`config.mk`:
```
export PLATFORM = sky130hd
export DESIGN_NAME = alu_arbiter
export DESIGN_NICKNAME = d
export VERILOG_FILES = /design/src/rtl/alu_arbiter.sv
export SDC_FILE = /design/constraint.sdc
export NUM_CORES = 1
export LEC_CHECK = 0
export ABC_AREA = 1
export CAP_MARGIN = 20
export CORE_UTILIZATION = 40
export CTS_BUF_LIST = sky130_fd_sc_hd__clkbuf_16
export CTS_CLUSTER_DIAMETER = 50
export DETAILED_ROUTE_END_ITERATION = 12
export DONT_BUFFER_PORTS = 1
export GPL_ROUTABILITY_DRIVEN = 0
export HOLD_SLACK_MARGIN = 0.15
export PLACE_DENSITY = 0.67
export SYNTH_ARGS = -nofsm -noshare
export SYNTH_HDL_FRONTEND = slang
export SYNTH_SLANG_ARGS = --single-unit
```
`constraint.sdc`:
```
create_clock -name clk -period 1.05 [get_ports clk]
set_input_delay 0.21 -clock clk [delete_from_list [all_inputs] [get_ports clk]]
set_output_delay 0.21 -clock clk [all_outputs]
set_load 0.01 [all_outputs]
```
`src/rtl/alu_arbiter.sv`:
```
// Two-requester round-robin front end for a shared external ALU.
// One operation in flight: IDLE grants and latches, EXEC captures the ALU result, RESP holds it until consumed.
module alu_arbiter #(
  parameter int unsigned WIDTH = 32
) (
  input  logic             clk,
  input  logic             rst,
  input  logic             req0_valid,
  input  logic             req1_valid,
  input  logic [WIDTH-1:0] req0_a,
  input  logic [WIDTH-1:0] req0_b,
  input  logic [WIDTH-1:0] req1_a,
  input  logic [WIDTH-1:0] req1_b,
  input  logic [2:0]       req0_op,
  input  logic [2:0]       req1_op,
  output logic             req0_ready,
  output logic             req1_ready,
  output logic             resp0_valid,
  output logic             resp1_valid,
  input  logic             resp0_ready,
  input  logic             resp1_ready,
  output logic [WIDTH-1:0] resp_result,
  output logic             resp_beq,
  output logic             resp_bne,
  output logic             resp_bgt,
  output logic             resp_err,
  output logic [WIDTH-1:0] alu_input1,
  output logic [WIDTH-1:0] alu_input2,
  output logic [2:0]       alu_select,
  input  logic [WIDTH-1:0] alu_output1,
  input  logic             alu_beq,
  input  logic             alu_bne,
  input  logic             alu_bgt
);

  typedef enum logic [1:0] {IDLE, EXEC, RESP} state_e;

  state_e           state_q, state_d;
  logic [WIDTH-1:0] a_q, a_d;
  logic [WIDTH-1:0] b_q, b_d;
  logic [2:0]       op_q, op_d;
  logic             gnt_q, gnt_d;
  logic             last_q, last_d;
  logic [WIDTH-1:0] res_q, res_d;
  logic             beq_q, beq_d;
  logic             bne_q, bne_d;
  logic             bgt_q, bgt_d;
  logic             err_q, err_d;

  logic pick;
  logic any_valid;
  logic div_zero;
  logic resp_taken;

  // On a tie the requester not granted last time wins; a lone requester always wins.
  assign pick       = (req0_valid && req1_valid) ? ~last_q : req1_valid;
  assign any_valid  = req0_valid | req1_valid;
  assign div_zero   = (op_q == 3'd7) && (b_q == '0);
  assign resp_taken = gnt_q ? resp1_ready : resp0_ready;

  always_comb begin
    state_d = state_q;
    a_d     = a_q;
    b_d     = b_q;
    op_d    = op_q;
    gnt_d   = gnt_q;
    last_d  = last_q;
    res_d   = res_q;
    beq_d   = beq_q;
    bne_d   = bne_q;
    bgt_d   = bgt_q;
    err_d   = err_q;
    case (state_q)
      IDLE: begin
        if (any_valid) begin
          state_d = EXEC;
          gnt_d   = pick;
          last_d  = pick;
          a_d     = pick ? req1_a  : req0_a;
          b_d     = pick ? req1_b  : req0_b;
          op_d    = pick ? req1_op : req0_op;
        end
      end
      EXEC: begin
        state_d = RESP;
        res_d   = div_zero ? '0 : alu_output1;
        err_d   = div_zero;
        beq_d   = alu_beq;
        bne_d   = alu_bne;
        bgt_d   = alu_bgt;
      end
      RESP: begin
        if (resp_taken) state_d = IDLE;
      end
      default: state_d = IDLE;
    endcase
  end

  always_ff @(posedge clk) begin
    if (rst) begin
      state_q <= IDLE;
      a_q     <= '0;
      b_q     <= '0;
      op_q    <= '0;
      gnt_q   <= 1'b0;
      last_q  <= 1'b1;
      res_q   <= '0;
      beq_q   <= 1'b0;
      bne_q   <= 1'b0;
      bgt_q   <= 1'b0;
      err_q   <= 1'b0;
    end else begin
      state_q <= state_d;
      a_q     <= a_d;
      b_q     <= b_d;
      op_q    <= op_d;
      gnt_q   <= gnt_d;
      last_q  <= last_d;
      res_q   <= res_d;
      beq_q   <= beq_d;
      bne_q   <= bne_d;
      bgt_q   <= bgt_d;
      err_q   <= err_d;
    end
  end

  // Ready is masked while rst is high so no handshake appears to complete during reset.
  assign req0_ready  = !rst && (state_q == IDLE) && req0_valid && !pick;
  assign req1_ready  = !rst && (state_q == IDLE) && req1_valid && pick;
  assign resp0_valid = (state_q == RESP) && !gnt_q;
  assign resp1_valid = (state_q == RESP) && gnt_q;
  assign resp_result = res_q;
  assign resp_beq    = beq_q;
  assign resp_bne    = bne_q;
  assign resp_bgt    = bgt_q;
  assign resp_err    = err_q;
  assign alu_input1  = a_q;
  assign alu_input2  = b_q;
  assign alu_select  = op_q;

endmodule

```
## Word-level counts from Yosys, hierarchy flattened

Index checks and enable logic that the tools add are counted.

- Bits in registers: 107
- Latch bits: 0
- Bits in writable memories: 0
- Memory bits (read-only): 0
- Bits of input ports: 175
- Output and inout port bits: 107
- Logic and storage cells: 43
- Memories: 0

- Add/subtract/negate cells: 0
- $mul: 0
- Divide/modulo/power cells: 0
- $lt $le $gt $ge: 0
- Equality and inequality tests: 5
- Shift-type cells: 0
- Mux-type cells: 9
- Bitwise operators: 2
- Reduce and logical (&&, ||, !) cells: 16

Operators with widths:

| kind | number |
|---|---|
| two-way mux 32 bit | 3 |
| logical NOT 32 bit | 1 |
| logical AND 1 bit | 9 |
| one-hot mux 2 bit (3 select lines) | 1 |
| two-way mux 2 bit | 2 |
| != test 2 bit, second input constant | 2 |
| AND reduction 2 bit | 2 |
| equality test 3 bit, second input constant | 1 |
| logical NOT 1 bit | 3 |
| two-way mux 3 bit | 1 |
| equality test 2 x 1 -> 1 bit, second input constant | 1 |
| equality test 2 bit, second input constant | 1 |
| logical NOT 2 bit | 1 |
| two-way mux 1 bit | 2 |
| inverter 1 bit | 1 |
| bitwise OR 1 bit | 1 |

## Longest topological paths before layout

Gate-level depths: netlist (run 1).

- Depth in word-level cells: 4
- Depth in mapped cells: 9

## Least setup slack after synthesis (run 1)

OpenSTA, ideal clock, no wires.

- Path kind: flip-flop to output port
- Start point: register state_q[0]
- End point: output req1_ready
- Arrival time: 1.029 ns
- Path slack: -0.189 ns
- Stages on the path, launching flop included: 7
- Path buffers: 1
- Cell sequence: dfxtp_1 > inv_2 > nand2_2 > nor2_4 > buf_2 > nand2_1 > nor2_1

- Word-level cells in the longest chain between the ends: 4

Ends and longest elaborated chain:

| element | RTL line | text |
|---|---|---|
| start: declaration | 38 | `state_e state_q, state_d;` |
| start signal: assignment | 113 | `state_q <= state_d;` |
| logical NOT 2 bit | 129 | `assign req1_ready = !rst && (state_q == IDLE) && req1_valid && pick;` |
| logical AND 1 bit (3 in a row) | 129 |  |
| end: declaration | 17 | `output logic req1_ready,` |

Every way passes these cells.

## Worst setup path after layout (run 1)

- Start point: register state_q[1]
- End point: register b_q[16], in the netlist alu_input2[16]

- Word-level cells in the longest chain between the ends: 2

Ends and longest elaborated chain:

| element | RTL line | text |
|---|---|---|
| logical NOT 2 bit | 73 | `case (state_q)` |
| AND reduction 2 bit (no source line) | n/a |  |
| end signal: assignment | 103 | `b_q <= '0;` |
| end signal: assignment | 115 | `b_q <= b_d;` |
| end: declaration | 40 | `logic [WIDTH-1:0] b_q, b_d;` |

Every way passes these cells.
A chain may end at the register's enable or synchronous reset.

==> results of run 1 <==
cell families (layout without fill, tap and decap cells):
group | Yosys count | count (layout) | synth area share, %
flops | 107 | 107 | 46.5
buf+inv | 63 | 251 | 7.30
other cells | 0 | 2 | 0
compound gates | 173 | 173 | 20.6
simple gates | 299 | 299 | 25.6
worst max path at each step:
stage,start,endpoint
2_1_floorplan,state_q[1],resp_result[10]
3_3_place_gp,alu_input2[24],resp_result[30]
3_5_place_dp,state_q[0],alu_input2[10]
4_1_cts,state_q[0],req1_ready
5_1_grt,state_q[0],alu_input1[5]
6_report,state_q[1],alu_input2[16]
per-layer routing:
metal  vias to the layer above  wire length, µm
met4                         0             1530
met2                       520            10200
met1                      2612             7130
met5                         -                0
met3                       174             2570
li1                       2504                -
metrics by stage:
| step | instances | worst slack (ps) |
|---|---|---|
| 6_report | 972 | -411 |
| 5_1_grt | 971 | -438 |
| 4_1_cts | 954 | -308 |
| 3_5_place_dp | 794 | -252 |
| 3_3_place_gp | 794 | -196 |
| 2_1_floorplan | 642 | -124 |
cell type report:
cell class / count / area (µm²)
Fill cell: 759 / 3500
Timing Repair Buffer: 223 / 2450
Multi-Input combinational cell: 472 / 2370
Sequential cell: 107 / 2190
Clock buffer: 9 / 225
Tap cell: 140 / 175
Inverter: 14 / 62.6
Clock inverter: 5 / 47.5
Antenna cell: 2 / 5.00
power by group:
group	leakage (µW)	internal, µW	switching, µW	total [µW]
clock	0.000140	1800	1520	3320
combinational	0.00203	1680	1800	3490
sequential	0.000898	4590	517	5110
critical path: stages (launching register included):
cell	delay (ps)
dfxtp_2	330
inv_2	90
nand2_4	60
nor2_4	130
buf_12	180
buf_12	170
o21ai_0	170
a31oi_1	230
cell usage in the layout, fill, tap and decap left out, types with 2 or more instances in the layout:
cell           synthesis  final
a21oi_1                3      2
a31oi_1               67     64
a31oi_4                0      3
buf_12                 0     10
buf_16                 0      2
buf_4                  5     32
buf_6                  7     31
clkbuf_16              0     17
clkinv_2               0      2
dfxtp_1              107     68
dfxtp_2                0     39
diode_2                0      2
dlygate4sd3_1          0    139
inv_1                  9     10
inv_2                  3      3
nand2_1              156    144
nand2_2                3     11
nand2_4                0      4
nand4_1                3      3
nor2_1               126     87
nor2_2                 4     36
nor2_4                 3     10
o21ai_0               86     62
o21ai_1               17     40
registers in the layout, indices dropped and copies added (netlist names):
| name | flops |
|---|---|
| alu_select | 3 |
| alu_input2 | 32 |
| resp_beq | 1 |
| last_q | 1 |
| resp_bne | 1 |
| resp_bgt | 1 |
| alu_input1 | 32 |
| resp_err | 1 |
| resp_result | 32 |
| gnt_q | 1 |
| state_q | 2 |
what timing repair did:
action,CTS,global route
hold endpoints to repair,106,35
pin swaps,7,15
buffers inserted,5,10
setup endpoints to repair,115,140
cloned,2,10
resized for setup,31,142
==> summary.md, run 1 <==
| Metric | Value |
|---|---|
| Final setup margin | `-411 ps` |
| DIE AREA | `0.0120 mm²` |
| Initial antenna violation count | `1` |
| Worst Path Required | `1310 ps` |
| Number of global-route vias before repair | `5,278` |
| Sequential area share after synthesis | `46.5%` |
| Power per Cell Area | `1580 mW/mm²` |
| Wirelength per Cell | `22.1 µm` |
| Layout Nets | `1,002` |
| R2r setup slk | `-410 ps` |
| Die height | `109 µm` |
| Fin crit period | `1460 ps` |
| Num rows | `38` |
| Final hold viol count | `3` |
| Prevailing post-synth register cell | `dfxtp_1` |
| Die Wd | `109 µm` |
| Arrival @ worst endpoint | `1720 ps` |
| CP Capture Type | `flip-flop` |
| Reg2reg start | `state_q[1]` |
| Post-synth top area share | `46.5%` |
| Share of synthesized registers carrying an async set or reset | `0%` |
| Final core occ | `68.3%` |
| Final Cell Area | `0.00753 mm²` |
| WS Path Type | `flip-flop to flip-flop` |
| TritonCTS Buffers | `9` |
| Most common cell in the netlist | `nand2_1` |
| Later-pin clock latency in the skew report | `360 ps` |
| Leak Pwr | `0.00306 µW` |
| Syn Nets | `817` |
| Synth cell types | `24` |
| Maximum clock insertion buffer count | `2` |
| Post-Syn Instances | `642` |
| Slew Viols, Final | `0` |
| Clock sink count | `107` |
| 1st-iter DRT viols | `654` |
| Largest net degree at the start of global routing | `49` |
| Antenna viol nets, final | `0` |
| Run status | `complete, but fails checks` |
| Post-synth top area cell | `dfxtp_1` |
| Worst reg-to-reg path cell count | `7` |
| Slew HR | `74.4%` |
| Startpoint Class | `flip-flop` |
| Period utilisation layout | `139%` |
| Clk slew on worst S/H paths | `60 ps` |
| TritonRoute pass-1 iters | `7` |
| Post-Syn Area | `0.00461 mm²` |
| Worst hold stages | `1` |
| Worst hold path type | `input port to flip-flop` |
| Global-route wire length before repair | `25.5 mm` |
| Drt total wl | `21.4 mm` |
| H-Tree Level Count | `3` |
| Peak Freq | `684 MHz` |
| Worst VDD drop | `0.00130 V` |
| Post-DP HPWL | `9.83 mm` |
| Hold_buf cts | `139` |
| Critical path peak fanout | `24` |
| Share of cells above drive strength 1 | `25.1%` |
| IO Count | `282` |
| Hold wc startpoint | `rst` |
| Met1 usage | `28.0%` |
| Routed via count | `5,810` |
| GR Util met2 | `48.9%` |
| EDFF count, synth | `0` |
| Max cap viols | `0` |
| Ys Warns | `0` |
| Skew final | `9.57 ps` |
| Synth top area cells | `dfxtp_1 46%, nand2_1 13%, nor2_1 10%, o21ai_0 9.3%, a31oi_1 9.1%` |
| Failing checks | `negative hold slack, negative setup slack` |
| Starting density of the core | `41.8%` |
| Vias per Instance | `5.98` |
| Hold WS | `-78.9 ps` |
| Gr ovfl total | `0` |
| Most used routing layer | `met2` |
| Flops & latches, synth | `107` |
| Post-Place Cell Area | `0.00504 mm²` |
| Drc violations | `0` |
| Worst Hold Path EP | `gnt_q` |
| Post-synthesis average cell area | `7.18 µm²` |
| RSZ-0062 raised after global routing | `true` |
| Setup TNS | `-28,820 ps` |
| Met3 global-route usage | `8.83%` |
| GRT Total Usage | `28.4%` |
| Slew of the pin with the lowest slew margin | `380 ps` |
| Post-synth top cells | `156 x nand2_1, 126 x nor2_1, 107 x dfxtp_1, 86 x o21ai_0, 67 x a31oi_1` |
| Final setup viols | `115` |
| Total power draw | `11,900 µW` |
| Core Region | `0.0110 mm²` |
| Root Driver | `clkbuf_16` |
| R2r endpoint | `alu_input2[16]` |
| CTS tree | `yes` |
| Layout area overhead | `63.3%` |
| IO buf count | `0` |
Note: power is estimated with default switching activity, not from simulation.
==> run 2: changes to the inputs <==
--- a/config.mk
+++ b/config.mk
@@ -15,6 +15,7 @@
 export GPL_ROUTABILITY_DRIVEN = 0
 export HOLD_SLACK_MARGIN = 0.15
 export PLACE_DENSITY = 0.67
+export SKIP_CTS_REPAIR_TIMING = 1
 export SYNTH_ARGS = -nofsm -noshare
 export SYNTH_HDL_FRONTEND = slang
 export SYNTH_SLANG_ARGS = --single-unit
==> run 2 against run 1 <==
  * The flow still finishes with violations (negative hold slack, negative setup slack)
  * Sequential share of layout area increased by 1.6 points
  * Count of clock-buffer cells in the layout stayed put
  * Non-clock buffer count fell by 11
  * Register-to-register slack worse by 30 ps
  * Sequential power is 1% lower
  * Maximum frequency is 2.0% lower
==> summary.md, run 2 (same netlist as run 1, synthesis figures left out) <==
| Metric | Value |
|---|---|
| IO Count | `282 (unchanged)` |
| R2r setup slk | `-440 ps (was -410 ps)` |
| Fin crit period | `1490 ps (was 1460 ps)` |
| Routed via count | `5,589 (was 5,810)` |
| Startpoint Class | `flip-flop (unchanged)` |
| Slew of the pin with the lowest slew margin | `296 ps (was 380 ps)` |
| Post-Place Cell Area | `0.00504 mm² (unchanged)` |
| Final hold viol count | `3 (unchanged)` |
| Starting density of the core | `41.8% (unchanged)` |
| Logic gate share of total power | `25.9% (was 29.3%)` |
| Met2 wire len | `9.53 mm (was 10.2 mm)` |
| Maximum clock insertion buffer count | `2 (unchanged)` |
| Worst reg-to-reg path cell count | `7 (unchanged)` |
| Setup TNS | `-29,060 ps (was -28,820 ps)` |
| Slew HR | `80.0% (was 74.4%)` |
| RSZ-0062 raised after global routing | `true (unchanged)` |
| Cells after DPL | `794 (unchanged)` |
| Run status | `complete, but fails checks (unchanged)` |
| IO buf count | `0 (unchanged)` |
| Clock sink count | `107 (unchanged)` |
| Power per Cell Area | `1590 mW/mm² (was 1580 mW/mm²)` |
| Clk slew on worst S/H paths | `70 ps (was 60 ps)` |
| Num rows | `38 (unchanged)` |
| CP startpoint | `state_q[0] (was state_q[1])` |
| Final Cell Area | `0.00709 mm² (was 0.00753 mm²)` |
| Core Region | `0.0110 mm² (unchanged)` |
| Antenna viol nets, final | `0 (unchanged)` |
| Post-DP HPWL | `9.83 mm (unchanged)` |
| Global-route wire length before repair | `19.3 mm (was 25.5 mm)` |
| Hold WS | `-69.6 ps (was -78.9 ps)` |
| Met3 wire len | `2.13 mm (was 2.57 mm)` |
| Max cap viols | `0 (unchanged)` |
| Worst Path Required | `1290 ps (was 1310 ps)` |
| Layout area overhead | `53.9% (was 63.3%)` |
| GRT Total Usage | `21.4% (was 28.4%)` |
| Wirelength per Cell | `20.0 µm (was 22.1 µm)` |
| Worst Hold Path EP | `state_q[1] (was gnt_q)` |
| Worst VDD drop | `0.00130 V (about the same)` |
| Die height | `109 µm (unchanged)` |
| Worst hold stages | `1 (unchanged)` |
| Skew final | `6.64 ps (was 9.57 ps)` |
| Peak Freq | `671 MHz (was 684 MHz)` |
| Top Metal Used | `met4 (unchanged)` |
| TritonRoute pass-1 iters | `6 (was 7)` |
| Sw Pwr | `3500 µW (was 3840 µW)` |
| H-Tree Level Count | `3 (unchanged)` |
| CTS tree | `yes (unchanged)` |
| Hold wc startpoint | `rst (unchanged)` |
| Layout Nets | `991 (was 1,002)` |
| Share of cells above drive strength 1 | `17.8% (was 25.1%)` |
| DIE AREA | `0.0120 mm² (unchanged)` |
| Number of global-route vias before repair | `3,989 (was 5,278)` |
| Root Driver | `clkbuf_16 (unchanged)` |
| WS Path Type | `flip-flop to flip-flop (unchanged)` |
| Net Sw Frac | `31.1% (was 32.2%)` |
| 1st-iter DRT viols | `584 (was 654)` |
| Critical path peak fanout | `32 (was 24)` |
| Seq pwr share | `44.9% (was 42.9%)` |
| TritonCTS Buffers | `9 (unchanged)` |
| Clock share of power | `29.2% (was 27.8%)` |
| Final setup margin | `-440 ps (was -411 ps)` |
| Most frequent cells in the layout | `152 x nand2_1, 139 x dlygate4sd3_1, 117 x nor2_1 (was 144 x nand2_1, 139 x dlygate4sd3_1, 87 x nor2_1)` |
| Non-Filler Instances | `961 (was 972)` |
| Slew Viols, Final | `0 (unchanged)` |
| Final setup viols | `111 (was 115)` |
| Total power draw | `11,300 µW (was 11,900 µW)` |
| Final core occ | `64.3% (was 68.3%)` |
| Drc violations | `0 (unchanged)` |
| CP Capture Type | `flip-flop (unchanged)` |
| Later-pin clock latency in the skew report | `350 ps (was 360 ps)` |
| Worst hold path type | `input port to flip-flop (unchanged)` |
| Vias per Instance | `5.82 (was 5.98)` |
| Int Pwr | `7750 µW (was 8070 µW)` |
| Leak Pwr | `0.00294 µW (was 0.00306 µW)` |
| Period utilisation layout | `142% (was 139%)` |
| DRT met1 WL | `6.41 mm (was 7.13 mm)` |
| Reg2reg start | `state_q[0] (was state_q[1])` |
| Gr ovfl total | `0 (unchanged)` |
| Initial antenna violation count | `0 (was 1)` |
| Largest net degree at the start of global routing | `64 (was 49)` |
| Most common cell after layout, fill and taps aside | `nand2_1 (unchanged)` |
| Drt total wl | `19.2 mm (was 21.4 mm)` |
| Failing checks | `negative hold slack, negative setup slack (unchanged)` |
| Die Wd | `109 µm (unchanged)` |
| R2r endpoint | `alu_input2[7] (was alu_input2[16])` |
| Arrival @ worst endpoint | `1740 ps (was 1720 ps)` |
run 2: layout make-up:
class / instances / area, µm²
clock buffers: 9 / 225
flip-flops and latches: 107 / 2180
well taps: 140 / 175
repair buffers: 212 / 2190
diodes: 2 / 5.00
inverters: 14 / 65.1
multi-input cells: 472 / 2210
fillers: 816 / 3940
clock inverters: 5 / 47.5
run 2: per-stage QoR:
stage / hold slack [ps] / setup WS (ps)
after floorplan: 363 / -124
after global placement: 281 / -196
after detailed placement: 281 / -252
after CTS: -91.8 / -493
after global routing: -93.8 / -496
final: -69.6 / -440
run 2: how the worst max path moves through the flow:
stage / to
2_1_floorplan: resp_result[10]
3_3_place_gp: resp_result[30]
3_5_place_dp: alu_input2[10]
4_1_cts: req1_ready
5_1_grt: alu_input2[7]
6_report: alu_input2[7]
run 2: metal layers:
metal | vias to the layer above | GRT usage, %
met5 | - | 0
met4 | 0 | 10.8
met3 | 114 | 6.46
met2 | 468 | 38.1
met1 | 2529 | 22.7
li1 | 2478 | -
run 2: power groups by stage:
stage | registers, µW | logic [µW] | clock network [µW]
floorplan | 5120 | 1300 | 0
global placement | 5060 | 2010 | 0
detailed placement | 5070 | 2070 | 0
CTS | 4990 | 2070 | 3310
global route | 5110 | 3150 | 3450
finish | 5060 | 2910 | 3280
run 2: worst max-delay path: stages, from the launching register on:
cell and delay (ps):
dfxtp_2 330, inv_2 70, nand2_4 60, nor2_4 150, buf_6 190, buf_16 190, o21ai_0 140, a31oi_1 250
